--- src/rtl/sha2_pkg.sv ---
// Shared SHA-256 constants, small-sigma functions and the schedule FSM state type.
// Latency: n/a (package only).
// Backpressure: n/a (package only).
package sha2_pkg;

    localparam int WORD_W     = 32;
    localparam int BLOCK_W    = 512;
    localparam int NUM_ROUNDS = 64;
    localparam int WIN_WORDS  = 16;
    localparam int IDX_W      = 6;

    typedef logic [WORD_W-1:0] word_t;

    typedef enum logic {
        IDLE   = 1'b0,
        EXPAND = 1'b1
    } sched_state_t;

    // sigma0(x) = ROTR7 ^ ROTR18 ^ SHR3
    function automatic word_t sigma0(input word_t x);
        return {x[6:0], x[31:7]} ^ {x[17:0], x[31:18]} ^ (x >> 3);
    endfunction

    // sigma1(x) = ROTR17 ^ ROTR19 ^ SHR10
    function automatic word_t sigma1(input word_t x);
        return {x[16:0], x[31:17]} ^ {x[18:0], x[31:19]} ^ (x >> 10);
    endfunction

endpackage

--- src/rtl/message_schedule.sv ---
// SHA-256 message schedule: expands one 512-bit block into W[0..63], one word per handshake.
// Latency: W[0] valid the cycle after the block handshake; 64 words then one idle cycle per block.
// Backpressure: data_out held stable while data_out_ready=0; no new block accepted until W[63] is taken.
module message_schedule
    import sha2_pkg::*;
(
    input  logic               clk,
    input  logic               nrst,
    input  logic               sync_rst,
    input  logic [BLOCK_W-1:0] data_in,
    input  logic               data_in_valid,
    output logic               data_in_ready,
    input  logic               data_in_last,
    output logic [WORD_W-1:0]  data_out,
    output logic [IDX_W-1:0]   data_out_index,
    output logic               data_out_valid,
    input  logic               data_out_ready,
    output logic               data_out_last,
    output logic               data_out_block_last
);

    localparam logic [IDX_W-1:0] LAST_IDX = IDX_W'(NUM_ROUNDS - 1);
    localparam logic [IDX_W-1:0] PENULT_IDX = IDX_W'(NUM_ROUNDS - 2);

    sched_state_t     state;
    sched_state_t     state_nxt;
    word_t            win [WIN_WORDS];
    logic [IDX_W-1:0] t;
    logic             last_q;
    logic             block_last_q;
    logic             in_fire;
    logic             out_fire;
    word_t            w_new;

    assign in_fire  = data_in_valid && data_in_ready;
    assign out_fire = data_out_valid && data_out_ready;

    // Next window word; the window slot w[0] is the word being emitted.
    assign w_new = sigma1(win[14]) + win[9] + sigma0(win[1]) + win[0];

    // State register; sync_rst overrides any handshake in the same cycle.
    always_ff @(posedge clk or negedge nrst) begin
        if (!nrst) begin
            state <= IDLE;
        end else if (sync_rst) begin
            state <= IDLE;
        end else begin
            state <= state_nxt;
        end
    end

    // Next-state decode: accept a block in IDLE, return after W[63] is consumed.
    always_comb begin
        state_nxt = state;
        case (state)
            IDLE:    if (in_fire) state_nxt = EXPAND;
            EXPAND:  if (out_fire && t == LAST_IDX) state_nxt = IDLE;
            default: state_nxt = IDLE;
        endcase
    end

    // Output decode; the data_out_* group comes straight from registers.
    always_comb begin
        data_in_ready       = (state == IDLE);
        data_out_valid      = (state == EXPAND);
        data_out            = win[0];
        data_out_index      = t;
        data_out_block_last = block_last_q;
        data_out_last       = block_last_q && last_q;
    end

    // Window, round counter and framing flags.
    always_ff @(posedge clk or negedge nrst) begin
        if (!nrst) begin
            for (int i = 0; i < WIN_WORDS; i++) win[i] <= '0;
            t            <= '0;
            last_q       <= 1'b0;
            block_last_q <= 1'b0;
        end else if (sync_rst) begin
            for (int i = 0; i < WIN_WORDS; i++) win[i] <= '0;
            t            <= '0;
            last_q       <= 1'b0;
            block_last_q <= 1'b0;
        end else if (in_fire) begin
            for (int i = 0; i < WIN_WORDS; i++) begin
                win[i] <= data_in[BLOCK_W-1-WORD_W*i -: WORD_W];
            end
            t            <= '0;
            last_q       <= data_in_last;
            block_last_q <= 1'b0;
        end else if (out_fire) begin
            if (t != LAST_IDX) begin
                for (int i = 0; i < WIN_WORDS - 1; i++) win[i] <= win[i+1];
                win[WIN_WORDS-1] <= w_new;
                t                <= t + 1'b1;
                block_last_q     <= (t == PENULT_IDX);
            end else begin
                // Window and index are left as-is; only the end-of-block flag drops.
                block_last_q <= 1'b0;
            end
        end
    end

endmodule

--- config.mk ---
export PLATFORM = sky130hd
export DESIGN_NAME = message_schedule
export DESIGN_NICKNAME = d
export VERILOG_FILES = /design/src/rtl/sha2_pkg.sv /design/src/rtl/message_schedule.sv
export SDC_FILE = /design/constraint.sdc
export NUM_CORES = 1
export LEC_CHECK = 0
export CAP_MARGIN = 0
export CORE_UTILIZATION = 25
export CTS_CLUSTER_DIAMETER = 80
export DETAILED_ROUTE_END_ITERATION = 8
export SETUP_SLACK_MARGIN = 0.4
export SLEW_MARGIN = 25
export SYNTH_ARGS = -nofsm -noshare
export SYNTH_HDL_FRONTEND = slang
export SYNTH_SLANG_ARGS = --single-unit
--- constraint.sdc ---
create_clock -name clk -period 5.3 [get_ports clk]
set_clock_uncertainty 0.05 [all_clocks]
set_input_delay 0.795 -clock clk [delete_from_list [all_inputs] [get_ports clk]]
set_output_delay 0.795 -clock clk [all_outputs]
set_load 0.005 [all_outputs]
==> run metrics, run 1 <==
status=complete, no violations; grt total ovfl=0; Worst Reg-to-Reg Cells=15; VDD IR max=0.258 mV; Initial Util=25.4%; critical path endpoint category=flop; final setup violation count=0; Mean Syn Cell Area=9.75 sq um; dpl hpwl=94200 um; CTS sink count=521; synth warn=0; CTS Hold Buffers Added=0; grt peak-use layer=met2; reg2reg end=win[27]$_DFFE_PN0P_; r2r setup slk=670 ps; Post-Synth Simple-Gate Area=8.70%; Static Leak=0.0161 uW; Arr. time, crit path=5110 ps; CTS tree=done; Clk Latency, worst-skew pair=640 ps; per-cell routed wire length=25.0 um; Rel. slew slack=23.2%; initial DRC count=1514; EDFF count, synth=0; register area share after synthesis=46.2%; largest net degree at the start of global routing=203; post_cts resized=0; worst min-delay path class=input port to async pin; FFs w/ async S/R, synth=100%; Die Ht=338 um; final-stage net count=3924; Die Area=114000 sq um; Final ANT Viol Nets=0; RSZ-0062 raised after global routing=no; M1 GR Usage=27.1%; Final Hold Violating Endpoints=0; M3 GR Usage=6.71%; max-cap violations=0; CTS buffer count=69; via count=22.6k; io pins=560; Cell Pwr Density=396 nW/um^2; Area Growth Syn to Fin=32.7%; CP max FO=5; DRC viols=0; H-tree depth=3; num rows=122; # port buffers=559; Post-Synth XOR/XNOR Area=4.65%; Netlist Area Pre-Place=28200 sq um; Final Slew Violations=0; clock root buffer master=clkbuf_16; mux contribution to synthesized area=16.2%; vias per cell=4.64; Fmax achieved=0.216 GHz; Synth Area in Adders=5.86%; Die Span X=338 um; Clock Tree Buf Depth=3; postcts setup bufs=0; first-pass GRT wire length=169000 um; Critical Setup Path Class=flop to flop; number of library cell types mapped by synthesis=65; Final Total Pwr=14800 uW; Global Route Usage Sum=21.0%; setup TNS=0 ps; core area=111000 sq um; antenna violations before repair=25; worst path required time=5780 ps; Syn Nets=3509; CP Launch Type=flop; fin crit period=4630 ps; main combinational cell family by area after synthesis=multiplexers; Synth Area in Compound Gates=12.8%; first-pass iteration count of the detailed router=5; Reg clk slew, reported paths=60 ps; GPL Wtd Cong=0.917; share of layout cells above drive strength 1=5.41%; synthesis-stage register bit count=521; Post-Route WL=122000 um; Gate Count Post-Synth=2896; period utilization=87.3%; slew of the pin with the lowest slew margin=1150 ps; Most used DFF post-synth=dfrtp_1; M2 GR Usage=32.8%; reg2reg start=win[50]$_DFFE_PN0P_; vias in the first global route=23.2k
[logic make-up (layout without fill, tap and decap cells)]
| kind of cell | Yosys count | count (layout) |
|---|---|---|
| adder cells (fa/ha/maj) | 95 | 95 |
| multiplexers | 458 | 458 |
| buffers and inverters | 385 | 851 |
| XOR/XNOR | 150 | 150 |
| other | 0 | 10 |
| AO/OA/AOI/OAI | 666 | 666 |
| AND/OR/NAND/NOR | 621 | 621 |
| flip-flops | 521 | 521 |
[flip-flops by register name, indices dropped and copies added (netlist names)]
| signal | count |
|---|---|
| data_out | 32 |
| data_out_block_last | 1 |
| data_out_index | 6 |
| data_out_valid | 1 |
| last_q | 1 |
| win | 480 |
[routing by layer]
layer  vias up  share of wire [%]
met3       174                7.6
li1      10600                  -
met5         -               0.15
met4        28                3.6
met1     11100                 43
met2       652                 45
[placed cells by master, fill, tap and decap left out, drive strengths merged, types with 2 or more instances in the layout]
cell           count
o31ai              4
and2               4
diode             10
o21bai             5
and4               3
o311ai             2
or3                2
nor2              63
nor3               2
nand2b             2
ha                33
dfrtp            521
or2                4
fa                62
a21o              14
clkdlybuf4s50    558
clkinv            14
or4b               2
clkbuf            94
nor3b              2
and3               6
inv              132
xnor2             89
xor2              61
a22oi             22
nand4              8
a221oi             2
nand2            515
o21a               2
bufinv             4
a31oi              5
nand3              5
a21oi             73
a211oi             4
a41oi              3
o21ai            520
buf               45
clkinvlp           4
mux2i            458
[power by group]
part / switching (uW) / total [uW] / internal [uW] / leakage [uW]
Combinational: 3100 / 5130 / 2030 / 0.00791
Sequential: 437 / 4830 / 4390 / 0.00700
Clock: 1980 / 4860 / 2890 / 0.00115
[synthesized netlist by cell type, drive strengths merged (14+ instances only)]
cell / instances / area [sq um]
a21o: 14 / 105
a21oi: 73 / 380
a22oi: 22 / 170
buf: 54 / 337
clkbuf: 205 / 771
dfrtp: 521 / 13000
fa: 62 / 1240
ha: 33 / 413
inv: 126 / 473
mux2i: 458 / 4580
nand2: 515 / 1930
nor2: 63 / 239
o21ai: 520 / 2620
xnor2: 89 / 780
xor2: 61 / 534
[through the flow]
step                      utilization (%)  instances  setup slack (ps)  cell area [sq um]  hold slack, ps
after floorplan                         -       2896              1100              28200             398
after global placement               31.5       4728               615              35100             410
after detailed placement             31.5       4728               598              35100             419
after CTS                            33.6       4850               571              37400             151
after global routing                 33.7       4856               465              37500             154
final                                33.7       4860               671              37500             108
[worst max path at each step]
| stage | startpoint | end | slack (ps) | cells past startpoint |
|---|---|---|---|---|
| floorplan | win[43]$_DFFE_PN0P_ | win[27]$_DFFE_PN0P_ | 1100 | 16 |
| global placement | win[50]$_DFFE_PN0P_ | win[29]$_DFFE_PN0P_ | 610 | 15 |
| detailed placement | win[50]$_DFFE_PN0P_ | win[27]$_DFFE_PN0P_ | 600 | 15 |
| CTS | win[50]$_DFFE_PN0P_ | win[21]$_DFFE_PN0P_ | 570 | 15 |
| global route | win[50]$_DFFE_PN0P_ | win[21]$_DFFE_PN0P_ | 460 | 15 |
| finish | win[50]$_DFFE_PN0P_ | win[27]$_DFFE_PN0P_ | 670 | 15 |
[layout make-up]
type | instances | area, sq um
Fill cell | 11400 | 73800
Multi-Input combinational cell | 1990 | 13600
Sequential cell | 521 | 13000
Timing Repair Buffer | 603 | 6090
Clock buffer | 94 | 2020
Tap cell | 1488 | 1860
Inverter | 126 | 473
Clock inverter | 28 | 310
Antenna cell | 10 | 25.0
[worst max-delay path, cell delays in order (launching register included)]
cell	delay (ps)
dfrtp_1	450
xor2_1	220
xnor2_2	290
fa_1	490
fa_1	500
inv_1	50
ha_1	210
fa_1	470
a21o_1	220
a221o_2	420
nand4_1	120
nand2_1	150
a21oi_2	200
a21oi_1	100
or4b_1	510
o311ai_1	90
Power figures use the tool's default switching activity.
==> run 2: changes to the inputs <==
--- a/config.mk
+++ b/config.mk
@@ -6,9 +6,11 @@
 export NUM_CORES = 1
 export LEC_CHECK = 0
 export CAP_MARGIN = 0
+export CORE_MARGIN = 2
 export CORE_UTILIZATION = 25
 export CTS_CLUSTER_DIAMETER = 80
 export DETAILED_ROUTE_END_ITERATION = 8
+export DONT_BUFFER_PORTS = 1
 export SETUP_SLACK_MARGIN = 0.4
 export SLEW_MARGIN = 25
 export SYNTH_ARGS = -nofsm -noshare
==> run 2 against run 1 <==
Net effect: sequential share of layout area is 6.2 points higher; combinational power shrank 9.4%; largest power group is now registers; setup slack got worse by 47 ps; cell area is 15% lower; sequential power is essentially flat; highest routed layer unchanged; core utilization fell by 5.3 points; hold slack got worse by 72 ps.
==> run metrics, run 2 (synthesized netlist as in run 1, its figures left out) <==
status=complete, no violations (unchanged); RSZ-0062 raised after global routing=no (unchanged); vias in the first global route=20.7k (was 23.2k); Layout Cells excl Fill=4298 (was 4860); GPL Wtd Cong=0.907 (was 0.917); clock root buffer master=clkbuf_16 (unchanged); commonest non-fill, non-tap cells in the layout=dfrtp_1, nand2_1, o21ai_0, mux2i_1, inv_1 (was clkdlybuf4s50_1, dfrtp_1, nand2_1, o21ai_0, mux2i_1); largest net degree at the start of global routing=522 (was 203); # port buffers=0 (was 559); Final ANT Viol Nets=0 (unchanged); Arr. time, crit path=5180 ps (was 5110 ps); Fmax achieved=0.214 GHz (was 0.216 GHz); Cell Pwr Density=450 nW/um^2 (was 396 nW/um^2); via count=20.5k (was 22.6k); period utilization=88.2% (was 87.3%); clock power share=33.6% (was 32.8%); Post-Route WL=118000 um (was 122000 um); Largest register FFs=480 (unchanged); Clock Tree Buf Depth=3 (unchanged); CTS buffer count=67 (was 69); setup TNS=0 ps (unchanged); reg2reg start=win[43]$_DFFE_PN0P_ (was win[50]$_DFFE_PN0P_); first-pass GRT wire length=163000 um (was 169000 um); max-cap violations=0 (unchanged); share of layout cells above drive strength 1=5.87% (was 5.41%); worst path required time=5800 ps (was 5780 ps); Die Span X=340 um (was 338 um); Static Leak=0.0138 uW (was 0.0161 uW); r2r setup slk=620 ps (was 670 ps); dpl cells=4166 (was 4728); P_sw=5420 uW (was 5510 uW); num rows=123 (was 122); critical path endpoint category=flop (unchanged); Filler cells=11.8k (was 11.4k); reg2reg end=win[27]$_DFFE_PN0P_ (unchanged); Worst Reg-to-Reg Cells=15 (unchanged); DRC viols=0 (unchanged); Reg clk slew, reported paths=60 ps (about the same); sw frac=37.9% (was 37.2%); Global Route Usage Sum=19.9% (was 21.0%); antenna violations before repair=26 (was 25); CTS tree=done (unchanged); final-stage net count=3353 (was 3924); Combinational Power Share=32.5% (was 34.6%); Final Hold Violating Endpoints=0 (unchanged); grt total ovfl=0 (unchanged); per-cell routed wire length=27.5 um (was 25.0 um); Area Growth Syn to Fin=12.7% (was 32.7%); slew of the pin with the lowest slew margin=1200 ps (was 1150 ps); Die Area=116000 sq um (was 114000 sq um); Clk Latency, worst-skew pair=650 ps (was 640 ps); vias per cell=4.77 (was 4.64); dpl hpwl=91800 um (was 94200 um); worst min-delay path class=input port to async pin (unchanged); CTS sink count=521 (unchanged); CP max FO=5 (unchanged); Final Slew Violations=0 (unchanged); Biggest register=win (unchanged); Initial Util=25.2% (was 25.4%); io pins=560 (unchanged); commonest non-fill, non-tap cell in the layout=dfrtp_1 (was clkdlybuf4s50_1); first-pass iteration count of the detailed router=5 (unchanged); H-tree depth=3 (unchanged); core area=112000 sq um (was 111000 sq um); final setup violation count=0 (unchanged); CP Launch Type=flop (unchanged); sequential share of power=33.9% (was 32.6%); Rel. slew slack=19.8% (was 23.2%); VDD IR max=0.285 mV (was 0.258 mV); Pint=8890 uW (was 9310 uW); Die Ht=340 um (was 338 um); initial DRC count=1675 (was 1514); fin crit period=4680 ps (was 4630 ps); Critical Setup Path Class=flop to flop (unchanged)
[run 2: cell count changes in the layout (fill, tap and decap cells not counted), moves of 2 or more]
cell and change:
buf_4 -13, clkbuf_1 +5, clkdlybuf4s50_1 -558, diode_2 -5, clkinvlp_4 -3, buf_12 -2, clkbuf_8 -7, clkbuf_16 -3
inv_6 +2, bufinv_16 +2, buf_16 +4
[run 2: final cells by class]
class / count / area (sq um) / share of cell area (%)
Inverter: 126 / 473 / 1.49
Antenna cell: 5 / 12.5 / 0.0393
Tap cell: 1500 / 1880 / 5.90
Clock buffer: 89 / 1870 / 5.88
Clock inverter: 33 / 432 / 1.36
Sequential cell: 521 / 13000 / 41.0
Multi-Input combinational cell: 1990 / 13600 / 42.9
Timing Repair Buffer: 34 / 475 / 1.49
[run 2: metal layers]
layer | routed length, um | GRT usage [%] | part of all wire, %
met1 | 50500 | 25.7 | 43
met2 | 55000 | 31.8 | 47
met3 | 9540 | 6.21 | 8.1
met4 | 2860 | 5.63 | 2.4
met5 | 138 | 0 | 0.12
[run 2: worst max-delay path by stage]
stage	start	to	slack [ps]	depth (start not counted)
after floorplan	win[43]$_DFFE_PN0P_	win[27]$_DFFE_PN0P_	1100	16
after global placement	win[50]$_DFFE_PN0P_	win[21]$_DFFE_PN0P_	650	15
after detailed placement	win[50]$_DFFE_PN0P_	win[27]$_DFFE_PN0P_	640	15
after CTS	win[43]$_DFFE_PN0P_	win[25]$_DFFE_PN0P_	630	15
after global routing	win[50]$_DFFE_PN0P_	win[27]$_DFFE_PN0P_	470	15
final	win[43]$_DFFE_PN0P_	win[27]$_DFFE_PN0P_	620	15
[run 2: stage by stage]
| step | util [%] | total power, uW | hold WS, ps | area, sq um | setup WS [ps] |
|---|---|---|---|---|---|
| 3_3_place_gp | 26.2 | 9440 | 410 | 29400 | 645 |
| 3_5_place_dp | 26.2 | 9420 | 419 | 29400 | 641 |
| 5_1_grt | 28.4 | 15100 | 65.4 | 31800 | 472 |
| 4_1_cts | 28.2 | 14300 | -214 | 31700 | 629 |
| 2_1_floorplan | - | 7850 | 398 | 28200 | 1100 |
| 6_report | 28.4 | 14300 | 36.0 | 31800 | 624 |
[run 2: timing repair]
action | 4_1_cts | 5_1_grt
buffers inserted | 0 | 0
endpoints found under the setup margin | 0 | 1
resized for setup | 0 | 1
hold endpoints to repair | 521 | 11
[run 2: critical path, stage by stage (launching register included)]
cell	delay (ps)
dfrtp_1	450
xor2_1	190
xnor2_1	360
fa_1	500
fa_1	490
inv_1	40
ha_1	200
fa_1	470
a21o_1	210
a221o_2	430
nand4_1	130
nand2_1	140
a21oi_2	190
a21oi_1	100
or4b_1	510
o311ai_1	100
[run 2: power by group through the flow]
stage                     logic [uW]  registers, uW  clock network (uW)
final                           4650           4850                4810
after global routing            5090           4890                5120
after CTS                       4530           4850                4950
after detailed placement        4500           4920                   0
after global placement          4530           4910                   0
after floorplan                 3220           4630                   0
==> run 3: changes to the inputs <==
--- a/config.mk
+++ b/config.mk
@@ -11,6 +11,7 @@
 export CTS_CLUSTER_DIAMETER = 80
 export DETAILED_ROUTE_END_ITERATION = 8
 export DONT_BUFFER_PORTS = 1
+export GPL_ROUTABILITY_DRIVEN = 0
 export SETUP_SLACK_MARGIN = 0.4
 export SLEW_MARGIN = 25
 export SYNTH_ARGS = -nofsm -noshare
==> constraint.sdc (replaced) <==
create_clock -name clk -period 4.8 [get_ports clk]
set_clock_uncertainty 0.05 [all_clocks]
set_input_delay 0.96 -clock clk [delete_from_list [all_inputs] [get_ports clk]]
set_output_delay 0.96 -clock clk [all_outputs]
set_load 0.005 [all_outputs]
==> run 3 against run 2 <==
Net effect: non-clock buffer count rose by 13; combinational power rose by 11%; first-iteration DRC count rose by 3.6%; cell area rose by 0.59%.
==> run metrics, run 3 (synthesized netlist as in run 1, its figures left out) <==
status=complete, no violations (unchanged); Biggest register=win (unchanged); Largest stage delay, worst path=510 ps (about the same); most frequent CP cell=fa_1 (unchanged); antenna violations before repair=28 (was 26); Clk Latency, worst-skew pair=640 ps (was 650 ps); reg2reg end=win[27]$_DFFE_PN0P_ (unchanged); first-pass GRT wire length=164000 um (was 163000 um); commonest non-fill, non-tap cell in the layout=dfrtp_1 (unchanged); Reg clk slew, reported paths=60 ps (about the same); dpl hpwl=91300 um (was 91800 um); # port buffers=0 (unchanged); Layout Cells excl Fill=4321 (was 4298); cell count along the critical path=14 (was 15); final instance area=32000 sq um (was 31800 sq um); initial DRC count=1736 (was 1675); Largest register FFs=480 (unchanged); Hold WS=87.9 ps (was 36.0 ps); final-stage net count=3370 (was 3353); first-pass iteration count of the detailed router=6 (was 5); vias per cell=4.85 (was 4.77); io pins=560 (unchanged); vias in the first global route=21.0k (was 20.7k); Clock Tree Buf Depth=3 (unchanged); DRC viols=0 (unchanged); Area Growth Syn to Fin=13.4% (was 12.7%); dpl cells=4174 (was 4166); Final ANT Viol Nets=0 (unchanged); Global Route Usage Sum=20.0% (was 19.9%); Initial Util=25.2% (unchanged); grt total ovfl=0 (unchanged); setup TNS=0 ps (unchanged); Critical Setup Path Class=flop to flop (unchanged); Cell Pwr Density=494 nW/um^2 (was 450 nW/um^2); Final Slew Violations=0 (unchanged); Die Ht=340 um (unchanged); clock root buffer master=clkbuf_16 (unchanged); CTS buffer count=71 (was 67); share of layout cells above drive strength 1=6.83% (was 5.87%); Die Area=116000 sq um (unchanged); VDD IR max=0.275 mV (was 0.285 mV); max-cap violations=0 (unchanged); Final Hold Violating Endpoints=0 (unchanged); RSZ-0062 raised after global routing=yes (was no); slowest CP cell=fa_1 (was or4b_1); CP max FO=5 (unchanged); CTS sink count=521 (unchanged); fin crit period=4290 ps (was 4680 ps); crit-path cells=xor2_1 > xnor2_1 > fa_1 > fa_1 > inv_1 > ha_1 > and3_2 > a221o_2 > nand4_1 > nand2_2 > a21oi_4 > a21oi_2 > or4b_1 > o311ai_1 (was xor2_1 > xnor2_1 > fa_1 > fa_1 > inv_1 > ha_1 > fa_1 > a21o_1 > a221o_2 > nand4_1 > nand2_1 > a21oi_2 > a21oi_1 > or4b_1 > o311ai_1); Crit path max-delay family=adder cells (unchanged); Arr. time, crit path=4780 ps (was 5180 ps); num rows=123 (unchanged); critical path endpoint category=flop (unchanged); slew of the pin with the lowest slew margin=1160 ps (was 1200 ps); core area=112000 sq um (unchanged); period utilization=89.3% (was 88.2%); CTS tree=done (unchanged); CP Launch Type=flop (unchanged); final setup violation count=0 (unchanged); per-cell routed wire length=27.5 um (about the same); H-tree depth=3 (unchanged); reg2reg start=win[46]$_DFFE_PN0P_ (was win[43]$_DFFE_PN0P_); commonest non-fill, non-tap cells in the layout=dfrtp_1, o21ai_0, nand2_1, mux2i_1, inv_1 (was dfrtp_1, nand2_1, o21ai_0, mux2i_1, inv_1); Area after DPL=29400 sq um (about the same); Final Total Pwr=15800 uW (was 14300 uW); via count=21.0k (was 20.5k); Worst Reg-to-Reg Cells=14 (was 15); r2r setup slk=510 ps (was 620 ps); largest net degree at the start of global routing=498 (was 522); CP bufs+invs=1 (unchanged); worst path required time=5290 ps (was 5800 ps); worst min-delay path class=input port to async pin (unchanged); Rel. slew slack=22.6% (was 19.8%); Fmax achieved=0.233 GHz (was 0.214 GHz); Static Leak=0.0139 uW (was 0.0138 uW); Die Span X=340 um (unchanged); Post-Route WL=119000 um (was 118000 um)
[run 3: cell types whose count changed in the layout (fill, tap and decap cells not counted), moves of 4 or more]
cell | previous run | this run
clkbuf_16 | 67 | 73
bufinv_16 | 6 | 2
xnor2_2 | 0 | 5
xnor2_1 | 89 | 84
buf_4 | 18 | 31
clkinvlp_4 | 1 | 5
diode_2 | 5 | 11
[run 3: where the power goes]
group          internal, uW  switching [uW]
clock network          3120            2170
registers              4850             498
logic                  1890            3270
total                  9860            5940
[run 3: layout make-up]
| type | instances | area (sq um) |
|---|---|---|
| Clock buffer | 98 | 2050 |
| Tap cell | 1500 | 1880 |
| Fill cell | 11800 | 80200 |
| Multi-Input combinational cell | 1990 | 13700 |
| Clock inverter | 28 | 255 |
| Inverter | 126 | 473 |
| Timing Repair Buffer | 47 | 573 |
| Sequential cell | 521 | 13000 |
| Antenna cell | 11 | 27.5 |
[run 3: worst max-delay path by stage]
stage	from	end	slack [ps]
after CTS	win[50]$_DFFE_PN0P_	win[27]$_DFFE_PN0P_	440
final	win[46]$_DFFE_PN0P_	win[27]$_DFFE_PN0P_	510
after global routing	win[55]$_DFFE_PN0P_	win[27]$_DFFE_PN0P_	400
after detailed placement	win[50]$_DFFE_PN0P_	win[21]$_DFFE_PN0P_	250
after floorplan	win[43]$_DFFE_PN0P_	win[27]$_DFFE_PN0P_	600
after global placement	win[50]$_DFFE_PN0P_	win[25]$_DFFE_PN0P_	330
[run 3: timing repair]
item	in CTS	in global routing
hold endpoints to repair	25	103
setup endpoints to repair	5	8
gates resized for setup	6	9
setup buffers	2	2
gates cloned	0	0
pin swaps	5	8
hold buffers	2	1
[run 3: stage by stage]
stage	util (%)	worst slack (ps)
global route	28.5	399
CTS	28.4	440
global placement	26.2	329
detailed placement	26.2	253
finish	28.5	512
floorplan	-	605
[run 3: routing by layer]
metal	share of wire, %	vias up	global-route usage, %
li1	-	9454	-
met1	42	10500	25.7
met2	46	840	31.3
met3	9.4	153	7.21
met4	2.8	30	5.99
met5	0.16	-	0
[run 3: worst reg2reg max path, cell delays in order, from the launching register on]
cell	delay, ps
dfrtp_1	470
xor2_1	210
xnor2_1	340
fa_1	510
fa_1	490
inv_1	40
ha_1	340
and3_2	230
a221o_2	400
nand4_1	130
nand2_2	110
a21oi_4	180
a21oi_2	80
or4b_1	510
o311ai_1	100
